File: src/rtl/instr_sequencer_pkg.sv
// Shared parameters for the instruction sequencer: data width and one-hot state encodings.
package instr_sequencer_pkg;

    localparam int WORD_SIZE = 16;

    typedef enum logic [5:0] {
        ST_BOOT      = 6'b000001,
        ST_FETCH     = 6'b000010,
        ST_DECODE    = 6'b000100,
        ST_EXECUTE   = 6'b001000,
        ST_WRITEBACK = 6'b010000,
        ST_HALT      = 6'b100000
    } state_t;

    // Bit positions inside the one-hot state vector, used for direct phase decode.
    localparam int FETCH_IDX     = 1;
    localparam int DECODE_IDX    = 2;
    localparam int EXECUTE_IDX   = 3;
    localparam int WRITEBACK_IDX = 4;
    localparam int HALT_IDX      = 5;

endpackage

File: src/rtl/instr_sequencer_pc_reg.sv
// Program counter register: loads a target or increments when enabled.
// Latency: new value visible the cycle after upd_en. Backpressure: none, holds when upd_en low.
// Wraps modulo 2^W on increment.
module instr_sequencer_pc_reg #(
    parameter int             W            = 16,
    parameter logic [W-1:0]   RESET_VECTOR = '0
) (
    input  logic         clk,
    input  logic         rst_n,
    input  logic         upd_en,
    input  logic         load_target,
    input  logic [W-1:0] target,
    output logic [W-1:0] pc
);

    logic [W-1:0] pc_q;
    logic [W-1:0] pc_d;

    always_comb begin
        pc_d = pc_q;
        if (upd_en) begin
            pc_d = load_target ? target : pc_q + W'(1);
        end
    end

    always_ff @(posedge clk or negedge rst_n) begin
        if (!rst_n) begin
            pc_q <= RESET_VECTOR;
        end else begin
            pc_q <= pc_d;
        end
    end

    assign pc = pc_q;

endmodule

File: src/rtl/instr_sequencer.sv
// Four-phase instruction sequencer owning the PC, with branch, halt/resume and retire count.
// Latency: 4 cycles per instruction unstalled, +1 per stall cycle; HALT->FETCH 1 cycle after resume.
// Backpressure: stall holds the current phase (not in BOOT/HALT); no state captured while held.
module instr_sequencer
    import instr_sequencer_pkg::*;
#(
    parameter logic [WORD_SIZE-1:0] RESET_VECTOR = '0
) (
    input  logic                 clk,
    input  logic                 rst_n,
    input  logic                 stall,
    input  logic                 branch_taken,
    input  logic [WORD_SIZE-1:0] branch_target,
    input  logic                 halt,
    input  logic                 resume,
    output logic [WORD_SIZE-1:0] pointer,
    output logic                 fetch_enable,
    output logic                 decode_enable,
    output logic                 execute_enable,
    output logic                 writeback_enable,
    output logic                 halted,
    output logic [WORD_SIZE-1:0] retired
);

    state_t                 state_q, state_d;
    logic                   br_pending_q, br_pending_d;
    logic [WORD_SIZE-1:0]   br_target_q, br_target_d;
    logic                   halt_pending_q, halt_pending_d;
    logic [WORD_SIZE-1:0]   retired_q, retired_d;
    logic                   leave_ex;
    logic                   leave_wb;

    assign leave_ex = (state_q == ST_EXECUTE)   && !stall;
    assign leave_wb = (state_q == ST_WRITEBACK) && !stall;

    always_ff @(posedge clk or negedge rst_n) begin
        if (!rst_n) begin
            state_q        <= ST_BOOT;
            br_pending_q   <= 1'b0;
            br_target_q    <= '0;
            halt_pending_q <= 1'b0;
            retired_q      <= '0;
        end else begin
            state_q        <= state_d;
            br_pending_q   <= br_pending_d;
            br_target_q    <= br_target_d;
            halt_pending_q <= halt_pending_d;
            retired_q      <= retired_d;
        end
    end

    always_comb begin
        state_d = state_q;
        case (state_q)
            ST_BOOT:      state_d = ST_FETCH;
            ST_FETCH:     if (!stall) state_d = ST_DECODE;
            ST_DECODE:    if (!stall) state_d = ST_EXECUTE;
            ST_EXECUTE:   if (!stall) state_d = ST_WRITEBACK;
            ST_WRITEBACK: if (!stall) state_d = halt_pending_q ? ST_HALT : ST_FETCH;
            ST_HALT:      if (resume) state_d = ST_FETCH;
            default:      state_d = ST_BOOT;
        endcase
    end

    // Pending flags are set on the EXECUTE exit edge and consumed on the WRITEBACK exit edge.
    always_comb begin
        br_pending_d   = br_pending_q;
        br_target_d    = br_target_q;
        halt_pending_d = halt_pending_q;
        retired_d      = retired_q;
        if (leave_ex) begin
            br_pending_d   = branch_taken;
            br_target_d    = branch_target;
            halt_pending_d = halt;
        end
        if (leave_wb) begin
            br_pending_d   = 1'b0;
            halt_pending_d = 1'b0;
            retired_d      = retired_q + WORD_SIZE'(1);
        end
    end

    always_comb begin
        fetch_enable     = state_q[FETCH_IDX];
        decode_enable    = state_q[DECODE_IDX];
        execute_enable   = state_q[EXECUTE_IDX];
        writeback_enable = state_q[WRITEBACK_IDX];
        halted           = state_q[HALT_IDX];
        retired          = retired_q;
    end

    instr_sequencer_pc_reg #(
        .W            (WORD_SIZE),
        .RESET_VECTOR (RESET_VECTOR)
    ) u_pc_reg (
        .clk         (clk),
        .rst_n       (rst_n),
        .upd_en      (leave_wb),
        .load_target (br_pending_q),
        .target      (br_target_q),
        .pc          (pointer)
    );

endmodule

File: config.mk
export PLATFORM = sky130hd
export DESIGN_NAME = instr_sequencer
export DESIGN_NICKNAME = d
export VERILOG_FILES = /design/src/rtl/instr_sequencer_pkg.sv /design/src/rtl/instr_sequencer_pc_reg.sv /design/src/rtl/instr_sequencer.sv
export SDC_FILE = /design/constraint.sdc
export NUM_CORES = 1
export LEC_CHECK = 0
export CORE_ASPECT_RATIO = 0.7
export CORE_MARGIN = 1
export CORE_UTILIZATION = 40
export CTS_CLUSTER_SIZE = 8
export DETAILED_ROUTE_END_ITERATION = 8
export GPL_TIMING_DRIVEN = 1
export PLACE_DENSITY = 0.67
export SLEW_MARGIN = 20
export SYNTH_ARGS = -nofsm -noshare
export SYNTH_HDL_FRONTEND = slang
export SYNTH_SLANG_ARGS = --single-unit
File: constraint.sdc
create_clock -name clk -period 4.6 [get_ports clk]
set_input_delay 0.92 -clock clk [delete_from_list [all_inputs] [get_ports clk]]
set_output_delay 0.92 -clock clk [all_outputs]
set_load 0.05 [all_outputs]
# Word-level counts from Yosys, hierarchy flattened

Cells that the tools add are included.

$add $sub $neg: 2
Equality and inequality tests: 11
Muxes and demuxes: 12
Reduce and logical (&&, ||, !) cells: 5

Operator list:

| operator                | count |
|---|---|
| $mux W6                 | 6 |
| $pmux W6 S6             | 1 |
| $add A16 B1 Y16 const B | 2 |
| $mux W16                | 1 |
| $ne A2 B2 Y1 const B    | 5 |
| $eq A6 B1 Y1 const B    | 1 |
| $eq A6 B2 Y1 const B    | 1 |
| $eq A6 B3 Y1 const B    | 1 |
| $eq A6 B4 Y1 const B    | 1 |
| $eq A6 B5 Y1 const B    | 1 |
| $eq A6 B6 Y1 const B    | 1 |
| $reduce_and A5 Y1       | 1 |
| $mux W1                 | 4 |
| $logic_and A1 B1 Y1     | 2 |
| $reduce_bool A2 Y1      | 1 |
| $logic_not A1 Y1        | 1 |

Register bits after elaboration: 56

# Logic depth before layout (Yosys ltp)

Gate-level depths: netlist (run 1).

Depth in word-level cells: 4
Mapped depth: 7

# Modules after synthesis

Synthesis (run 1) repeated with hierarchy kept, for this count alone.

Cells, all modules: 287
Area total of the unflattened synthesis: 2934.1 um^2

By module, submodules not included:

| module                 | instances | cells an instance | area each (um^2) | seq. area each (um^2) |
|---|---|---|---|---|
| instr_sequencer        | 1         | 166               | 1899.3           | 1002.2 |
| instr_sequencer_pc_reg | 1         | 121               | 1034.7           | 400.4 |

# Least setup slack after synthesis (run 1)

No wires, ideal clock.

Path type: input-to-reg
Start: input stall
End: register br_target_q[10]
Library setup time: 125 ps
Data arrival time: 2186 ps
Data required time: 4475 ps
Slack: 2289 ps
Stages: 5
Buffers on the path: 2
Path through: clkbuf_1 nand2b_1 nor3_4 buf_6 mux2_2

Cells in the longest elaborated chain, start to end: 2

Ends and longest elaborated chain:

| what                 | line                  | source |
|---|---|---|
| from (decl)          | instr_sequencer.sv:11 | `input logic stall,` |
| $logic_not A1 Y1     | n/a                   |  |
| $logic_and A1 B1 Y1  | instr_sequencer.sv:33 | `assign leave_ex = (state_q == ST_EXECUTE) && !stall;` |
| to (signal assigned) | instr_sequencer.sv:46 | `br_target_q <= br_target_d;` |
| to (decl)            | instr_sequencer.sv:27 | `logic [WORD_SIZE-1:0] br_target_q, br_target_d;` |

No other way between the ends.
A chain may end at the register's enable or synchronous reset.

# Final worst setup path (run 1)

Start: register state_q[4]
End: output writeback_enable

RTL lines:

| what                   | line                  | source |
|---|---|---|
| from (decl)            | instr_sequencer.sv:25 | `state_t state_q, state_d;` |
| from (signal assigned) | instr_sequencer.sv:44 | `state_q <= state_d;` |
| to (decl)              | instr_sequencer.sv:20 | `output logic writeback_enable,` |

No word-level cell between the ends.

==> flow_metrics.py, run 1 <==
metrics = {
    "final_layout": {
        "synthToLayoutAreaGrowth_pct": 26.02,
        "drive_gt1_frac": 0.1273,
        "final_cell_mix": "clkdlybuf4s50_1, dfrtp_1, mux2_2, nand3_1, o21ai_0",
        "n_antenna_cell": 0,
        "layout_commonest_cell": "clkdlybuf4s50_1",
        "stdcell_count": 416,
        "nets": 345,
    },
    "place": {
        "hpwl_um": 4327,
        "dp_slack_ns": 1.536,
        "post-place-cells": 408,
        "place.gp.congestion": 0.7476,
        "portBuffers": 58,
    },
    "routing": {
        "wl_per_cell_um": 14.71,
        "firstDrtPassIters": 4,
        "postRouteAntennaNets": 0,
        "vias": 2308,
        "routed_wl_um": 6121,
        "avgViaCountPerCell": 5.548,
        "drt_iter0_drc": 85,
        "drc_errors": 0,
    },
    "critical_path": {
        "required_ns": 3.68,
        "start_kind": "flip-flop",
        "critical_path_class": "reg2out",
        "cp-end-kind": "output pin",
        "critPathSlowestCell": "clkdlybuf4s50_1",
        "critPathMaxFanout": 15,
        "critPathTopFamily": "buffers and inverters",
        "crit_path_cell_trace": "clkdlybuf4s50_1",
        "path_buf_inv": 1,
        "critical_path_arrival_ns": 1.81,
        "cpPeakStageDelay_ns": 0.89,
    },
    "power": {
        "pwr-share-clk": 0.266,
        "p_sw_uw": 354.5,
        "leakage_nw": 1.447,
        "p_seq_frac": 0.517,
        "p_sw_frac": 0.2963,
        "power.density_nw_per_um2": 332.3,
        "power.internal_uw": 841.8,
        "ir_worst_vdd_v": 0.0001232,
        "pwr-share-comb": 0.218,
    },
    "floorplanning": {
        "die_h_um": 72.70,
        "initial_core_util": 0.4189,
        "io_pins": 59,
        "die_w_um": 103.0,
        "die_area_um2": 7488,
        "rows": 25,
        "placeableCoreArea_um2": 6819,
    },
    "synth": {
        "synth-seq-cells": 56,
        "synth_seq_area_share": 0.4910,
        "synthCells": 268,
        "synth.distinct_cells": 56,
        "synth.largest_area_cell": "dfrtp_1",
        "synth.avg_cell_area_um2": 10.66,
        "async_flop_share": 1.000,
        "synth_area_um2": 2856,
        "synth_top_area_share": 0.4818,
        "synthTopCellsByArea": "dfrtp_1, mux2_2, xnor2_1",
        "yosysWarnings": 0,
        "synth_edf_count": 0,
        "ys.flop_type": "dfrtp_1",
        "synth_fp_nets": 292,
    },
    "clock_network": {
        "clk_latency_ns": 0.30,
        "cts_buffers": 5,
        "cts_root_buffer": "clkbuf_8",
        "post_cts_buffers": 0,
        "cts.sinks": 56,
        "cts_hold_buffers": 0,
        "ctsResizeCount": 0,
        "htreeDepth": 2,
        "cts_tree": "done",
        "clockBufferDepth": 2,
        "clk_pin_slew_ns": 0.10,
    },
    "timing": {
        "relSlewSlack": 0.3846,
        "finalCritPeriodShare": 0.5944,
        "fin_crit_ns": 2.734,
        "fin_tns_setup_ns": 0,
        "timing.fmax_ghz": 0.3657,
        "rsz0062_at_grt": "false",
        "worstMarginPinSlew_ns": 0.9231,
        "finalWorstSetupSlack_ns": 1.866,
        "slew_viol_final": 0,
        "finClkSkew_ns": 0.007996,
        "hold_viol": 0,
        "finalSetupViolations": 0,
    },
    "flow_run": {
        "drv_cap": 0,
    },
    "grt": {
        "antenna_found_initial": 0,
        "grt_max_degree": 32,
        "first_global_vias": 2186,
        "grt_pass1_wl_um": 10440,
        "groute.usage.overall": 0.1772,
        "grt_overflow": 0,
    },
    "worst_hold_path": {
        "min_path_type": "reg2reg",
    },
    "run_status": {
        "outcome": "complete, no violations",
    },
}
registers in the layout (all words and copies together) (netlist names):
name	count
br_pending_q	1
u_pc_reg.pc	16
br_target_q	16
halt_pending_q	1
retired	16
state_q	6
synth_stat cells (all sizes together) (3+ instances only):
master    n
a21oi    14
a31oi     3
and3      6
buf       6
clkbuf    9
dfrtp    55
inv       4
mux2     17
mux2i     4
nand2    13
nand2b    3
nand3    16
nand3b    4
nand4    12
nor2     12
nor3      9
nor4      3
o21ai    15
o2bb2ai   3
or3       3
or4       4
xnor2    14
metrics by stage:
stage	total power [mW]	hold WS, ns	utilization	area, um^2
4_1_cts	1.215	0.4907	0.5279	3600
3_3_place_gp	0.8858	0.4719	0.5116	3488
3_5_place_dp	0.8908	0.4763	0.5116	3488
5_1_grt	1.264	0.5138	0.5279	3600
6_report	1.196	0.4786	0.5279	3600
2_1_floorplan	0.8099	0.4720	-	2856
metal layers:
layer,track usage,vias up,routed length (um)
met2,0.2756,63,2761
met1,0.2614,1131,3051
li1,-,1114,-
met3,0.03448,0,308
met5,0,-,0
met4,0.02817,0,0
kinds of logic (layout without fill, tap and decap cells):
| group | Yosys count | in the layout | share of synthesized area |
|---|---|---|---|
| flops | 56 | 56 | 0.4910 |
| mux | 21 | 21 | 0.08103 |
| buf+inv | 19 | 73 | 0.03460 |
| simple gates | 97 | 97 | 0.2024 |
| compound gates | 57 | 57 | 0.1332 |
| fa+ha+maj | 2 | 2 | 0.008759 |
| xor+xnor | 16 | 16 | 0.04906 |
worst paths after layout:
check | start | end | slack (ns) | cells past startpoint
max | state_q[4]$_DFFE_PN0P_ | writeback_enable | 1.87 | 1
min | retired[15]$_DFFE_PN0P_ | retired[15]$_DFFE_PN0P_ | 0.48 | 1
max reg2reg | state_q[2]$_DFFE_PN0P_ | br_pending_q$_DFFE_PN0P_ | 2.19 | 5
min reg2reg | retired[15]$_DFFE_PN0P_ | retired[15]$_DFFE_PN0P_ | 0.48 | 1
max in group asynchronous | rst_n | br_target_q[10]$_DFFE_PN0P_ | 3.15 | 2
min in group asynchronous | rst_n | retired[2]$_DFFE_PN0P_ | 0.65 | 1
cell type report:
| type | count | area, um^2 |
|---|---|---|
| sequential | 56 | 1403 |
| fill | 652 | 3219 |
| multi-input combinational | 193 | 1355 |
| tap | 94 | 117.6 |
| clock inverter | 3 | 42.54 |
| timing repair buffer | 61 | 598.1 |
| inverter | 4 | 15.01 |
| clock buffer | 5 | 68.82 |
power by group through the flow:
stage | Sequential [mW] | Combinational, mW | Clock (mW)
floorplan | 0.615 | 0.195 | 0
global placement | 0.626 | 0.260 | 0
detailed placement | 0.627 | 0.264 | 0
CTS | 0.618 | 0.264 | 0.333
global route | 0.629 | 0.283 | 0.351
finish | 0.618 | 0.261 | 0.318
(Power assumes the default switching activity.)
==> run 2, diff against run 1 <==
- PLACE_DENSITY: 0.67 -> 0.69
- clock period: 4.6 -> 2.3 ns (I/O delays scaled with it)
==> run 2 against run 1 <==
  * Critical path depth unchanged
  * Hold slack lost 0.21 ns
  * Combinational power increased by 120%
  * First-iteration DRC count increased by 14%
  * Clock skew is essentially flat
  * Die area unchanged
  * Final cell count increased by 2.2%
  * Utilization rose by 0.83 points
  * Count of clock-buffer cells in the layout did not move
  * Worst setup slack worse by 1.8 ns
  * Global-route usage grew 0.23 points
==> flow_metrics.py, run 2 (synthesis results as in run 1) <==
metrics = {
    "critical_path": {
        "critPathSlowestCell": "clkdlybuf4s50_1",
        "setup.worst_path.start": "state_q[1]$_DFFE_PN0P_",
        "crit_path_cell_trace": "clkdlybuf4s50_1",
        "cp-end-kind": "output pin",
        "r2r-start": "state_q[1]$_DFFE_PN0P_",
        "reg2reg_depth": 4,
        "cpPeakStageDelay_ns": 0.87,
        "path_buf_inv": 1,
        "required_ns": 1.84,
        "cp.depth": 1,
        "critical_path_arrival_ns": 1.73,
        "critical_path_class": "reg2out",
        "start_kind": "flip-flop",
        "critPathMaxFanout": 12,
        "critPathTopFamily": "buffers and inverters",
        "reg2reg_slack_ns": 0.37,
    },
    "timing": {
        "worstMarginPinSlew_ns": 0.7039,
        "finClkSkew_ns": 0.008018,
        "finalCritPeriodShare": 0.9536,
        "finalSetupViolations": 0,
        "hold_viol": 0,
        "hold_slack_ns": 0.2731,
        "relSlewSlack": 0.5307,
        "finalWorstSetupSlack_ns": 0.1067,
        "rsz0062_at_grt": "false",
        "slew_viol_final": 0,
        "fin_tns_setup_ns": 0,
        "fin_crit_ns": 2.193,
        "timing.fmax_ghz": 0.4559,
    },
    "clock_network": {
        "cts.sinks": 56,
        "post_cts_buffers": 0,
        "htreeDepth": 2,
        "clockBufferDepth": 2,
        "clk_latency_ns": 0.31,
        "clk_pin_slew_ns": 0.10,
        "cts_root_buffer": "clkbuf_8",
        "cts_buffers": 5,
        "cts_tree": "done",
        "ctsResizeCount": 0,
        "cts_hold_buffers": 0,
    },
    "floorplanning": {
        "rows": 25,
        "die_area_um2": 7488,
        "die_w_um": 103.0,
        "initial_core_util": 0.4189,
        "placeableCoreArea_um2": 6819,
        "io_pins": 59,
        "die_h_um": 72.70,
    },
    "final_layout": {
        "design_area_um2": 3656,
        "register_area_um2": 1403,
        "drive_gt1_frac": 0.1511,
        "synthToLayoutAreaGrowth_pct": 27.99,
        "fillCellCount": 647,
        "layout_commonest_cell": "clkdlybuf4s50_1",
        "final_cell_mix": "clkdlybuf4s50_1, dfrtp_1, mux2_2, nand3_1, o21ai_0",
        "multi_input_area_um2": 1355,
        "nets": 354,
        "stdcell_count": 425,
        "n_antenna_cell": 0,
        "fin_util": 0.5361,
    },
    "place": {
        "portBuffers": 58,
        "place.gp.congestion": 0.7853,
        "place_area_um2": 3568,
        "hpwl_um": 4419,
        "post-place-cells": 417,
        "dp_slack_ns": 0.08601,
    },
    "grt": {
        "antenna_found_initial": 0,
        "first_global_vias": 2207,
        "groute.usage.overall": 0.1795,
        "grt_pass1_wl_um": 10410,
        "grt_max_degree": 57,
        "grt_overflow": 0,
    },
    "routing": {
        "wl_per_cell_um": 14.77,
        "drt_iter0_drc": 97,
        "firstDrtPassIters": 4,
        "routed_wl_um": 6278,
        "postRouteAntennaNets": 0,
        "drc_errors": 0,
        "avgViaCountPerCell": 5.372,
        "vias": 2283,
    },
    "worst_hold_path": {
        "min_path_type": "in2async",
    },
    "power": {
        "ir_worst_vdd_v": 0.0002727,
        "power_mw": 2.317,
        "power.density_nw_per_um2": 633.6,
        "leakage_nw": 1.489,
    },
    "run_status": {
        "outcome": "complete, no violations",
    },
    "flow_run": {
        "drv_cap": 0,
    },
}
run 2: worst paths after layout:
kind	end
worst min register to register	retired[15]$_DFFE_PN0P_
min in group clk	retired[15]$_DFFE_PN0P_
worst max-delay path	fetch_enable
worst min-delay path	state_q[1]$_DFFE_PN0P_
worst max register to register	u_pc_reg.pc[14]$_DFFE_PN0P_
max in group asynchronous	u_pc_reg.pc[9]$_DFFE_PN0P_
run 2: layout make-up:
type | count | share of cell area
Sequential cell | 56 | 0.3836
Clock buffer | 5 | 0.01882
Multi-Input combinational cell | 193 | 0.3706
Tap cell | 94 | 0.03217
Timing Repair Buffer | 70 | 0.1855
Clock inverter | 3 | 0.005133
Inverter | 4 | 0.004107
run 2: layer usage:
metal / track usage / wire length [um] / up-vias
li1: - / - / 1126
met1: 0.2588 / 3154 / 1091
met2: 0.2852 / 2793 / 64
met3: 0.03640 / 319 / 2
met4: 0.02817 / 11 / 0
met5: 0 / 0 / -
run 2: power breakdown:
| group | internal [mW] | switching (mW) | leakage [nW] |
|---|---|---|---|
| combinational | 0.281 | 0.284 | 0.677 |
| sequential | 1.09 | 0.121 | 0.764 |
| clock | 0.214 | 0.325 | 0.0479 |
==> run 3, diff against run 2 <==
- SYNTH_HIERARCHICAL: unset -> 1
==> run 3 against run 2 <==
  * Maximum frequency fell by 0.45%
  * Combinational power rose by 17%
  * Worst setup slack got worse by 0.010 ns
  * Largest power group unchanged
  * Clock skew fell by 0.0026 ns
  * Routed wire length rose by 8.5%
  * Final cell count rose by 5.6%
  * Die area rose by 2.7%
  * Flip-flop and latch count did not move
==> flow_metrics.py, run 3 <==
metrics = {
    "grt": {
        "grtUsageMet2": 0.2627,
        "grtUsageMet3": 0.03372,
        "grt_pass1_wl_um": 11250,
        "groute.usage.overall": 0.1877,
        "antenna_found_initial": 0,
        "grt_overflow": 0,
        "busiest_layer": "met1",
        "met1_usage": 0.2910,
        "first_global_vias": 2184,
        "grt_max_degree": 30,
    },
    "power": {
        "pwr-share-clk": 0.252,
        "p_seq_frac": 0.485,
        "power.density_nw_per_um2": 660.4,
        "ir_worst_vdd_v": 0.0004423,
        "p_sw_frac": 0.3010,
        "p_sw_uw": 756.4,
        "pwr-share-comb": 0.262,
        "power.internal_mw": 1.757,
        "power_mw": 2.513,
        "leakage_nw": 1.699,
    },
    "synth": {
        "synth_top_area_share": 0.4691,
        "yosysWarnings": 6,
        "synth.avg_cell_area_um2": 10.22,
        "yosys-top-cells-count": "dfrtp_1, nand2_1, nor2_1",
        "synth_fp_nets": 311,
        "synth-seq-cells": 56,
        "synth_edf_count": 0,
        "synth_area_um2": 2934,
        "async_flop_share": 1.000,
        "synth.largest_area_cell": "dfrtp_1",
        "synthCells": 287,
        "yosysMostFrequentCell": "dfrtp_1",
        "ys.flop_type": "dfrtp_1",
        "synth.distinct_cells": 49,
        "synthTopCellsByArea": "dfrtp_1, mux2_4, nand2_1",
        "synth_seq_area_share": 0.4780,
    },
    "routing": {
        "drc_errors": 0,
        "firstDrtPassIters": 4,
        "drt_iter0_drc": 160,
        "avgViaCountPerCell": 5.341,
        "vias": 2398,
        "wl_per_cell_um": 15.18,
        "postRouteAntennaNets": 0,
        "routed_wl_um": 6814,
    },
    "clock_network": {
        "cts_tree": "done",
        "clk_latency_ns": 0.31,
        "cts.sinks": 56,
        "clockBufferDepth": 2,
        "cts_buffers": 5,
        "cts_root_buffer": "clkbuf_8",
        "clk_pin_slew_ns": 0.09,
        "htreeDepth": 2,
        "post_cts_buffers": 0,
    },
    "timing": {
        "hold_slack_ns": 0.4527,
        "slew_viol_final": 0,
        "finalSetupViolations": 0,
        "relSlewSlack": 0.6602,
        "finClkSkew_ns": 0.005445,
        "fin_crit_ns": 2.203,
        "fin_tns_setup_ns": 0,
        "rsz0062_at_grt": "false",
        "finalCritPeriodShare": 0.9579,
        "worstMarginPinSlew_ns": 0.5081,
        "timing.fmax_ghz": 0.4539,
        "hold_viol": 0,
    },
    "floorplanning": {
        "die_area_um2": 7687,
        "initial_core_util": 0.4244,
        "io_pins": 59,
        "die_w_um": 104.4,
        "die_h_um": 73.66,
        "placeableCoreArea_um2": 6913,
        "rows": 25,
    },
    "flow_run": {
        "drv_cap": 0,
    },
    "final_layout": {
        "layout_commonest_cell": "clkdlybuf4s50_1",
        "n_antenna_cell": 0,
        "design_area_um2": 3805,
        "nets": 378,
        "final_cell_mix": "clkdlybuf4s50_1, dfrtp_1, nand2_1, nor2_1",
        "fillCellCount": 621,
        "synthToLayoutAreaGrowth_pct": 29.68,
        "drive_gt1_frac": 0.1577,
    },
    "critical_path": {
        "crit_path_cell_trace": "buf_4 -> clkdlybuf4s50_1",
        "critical_path_class": "reg2out",
        "setup.worst_path.start": "state_q[3]$_DFFE_PN0P_",
        "start_kind": "flip-flop",
        "critical_path_arrival_ns": 1.74,
        "critPathMaxFanout": 9,
        "critPathSlowestCell": "clkdlybuf4s50_1",
        "critPathTopFamily": "buffers and inverters",
        "path_buf_inv": 2,
        "reg2reg_slack_ns": 0.24,
        "required_ns": 1.84,
        "r2r-start": "state_q[4]$_DFFE_PN0P_",
        "cpPeakStageDelay_ns": 0.81,
        "cp-end-kind": "output pin",
    },
    "worst_hold_path": {
        "min_path_type": "in2async",
    },
    "place": {
        "hpwl_um": 4959,
        "place.gp.congestion": 0.8303,
        "portBuffers": 58,
        "place_area_um2": 3681,
    },
    "run_status": {
        "outcome": "complete, no violations",
    },
}
[run 3: changes by cell type after synthesis, moves of 5 or more]
cell / delta
xnor2_1: -5
nor2_1: +8
mux2_2: -13
xor2_1: +6
mux2_4: +15
nand2_1: +14
[run 3: layout make-up]
class	instances	area, um^2	area share
Inverter	5	18.77	0.004933
Clock buffer	6	72.57	0.01907
Tap cell	94	117.6	0.03091
Sequential cell	56	1404	0.3690
Clock inverter	2	35.03	0.009207
Timing Repair Buffer	76	713.2	0.1874
Multi-Input combinational cell	210	1444	0.3795
[run 3: worst reg2reg max path: stages (launching register included)]
cell     delay, ns
dfrtp_1       0.40
or4b_1        0.55
or4_4         0.64
mux2_4        0.37
[run 3: power groups by stage]
stage,clock [mW],sequential (mW),combinational [mW]
6_report,0.634,1.22,0.659
5_1_grt,0.691,1.24,0.720
4_1_cts,0.644,1.22,0.655
3_5_place_dp,0,1.24,0.650
3_3_place_gp,0,1.23,0.636
2_1_floorplan,0,1.25,0.419
[run 3: worst paths after layout]
| check | to | cells after the start |
|---|---|---|
| setup / recovery | execute_enable | 2 |
| hold / removal | retired[8]$_DFFE_PN0P_ | 2 |
| setup reg to reg | br_target_q[12]$_DFFE_PN0P_ | 3 |
| hold reg to reg | retired[15]$_DFFE_PN0P_ | 1 |
| max in group asynchronous | state_q[0]$_DFFE_PN1P_ | 3 |
| min in group clk | retired[15]$_DFFE_PN0P_ | 1 |
[run 3: routing by layer]
metal	wire length, um	vias up	part of all wire
met5	0	-	0
met4	87	0	0.013
met3	229	8	0.034
met2	2834	43	0.42
met1	3663	1166	0.54
li1	-	1181	-
[run 3: kinds of logic after synthesis]
kind of cell,synth area share
compound gates,0.1105
xor+xnor,0.05075
fa+ha+maj,0.008527
buf+inv,0.03198
flops,0.4780
mux,0.09893
simple gates,0.2213
[run 3: timing repair]
action,in CTS,in global routing
hold buffers,1,0
setup endpoints to repair,0,6
gates resized for setup,0,1
hold endpoints to repair,1,0
[run 3: per-stage QoR]
step | setup WS (ns) | instances | util
after global routing | 0.03087 | 449 | 0.5504
after detailed placement | -0.001072 | 440 | 0.5325
after CTS | 0.1083 | 449 | 0.5495
after floorplan | 0.02076 | 287 | -
after global placement | 0.06999 | 440 | 0.5325
final | 0.09675 | 449 | 0.5504
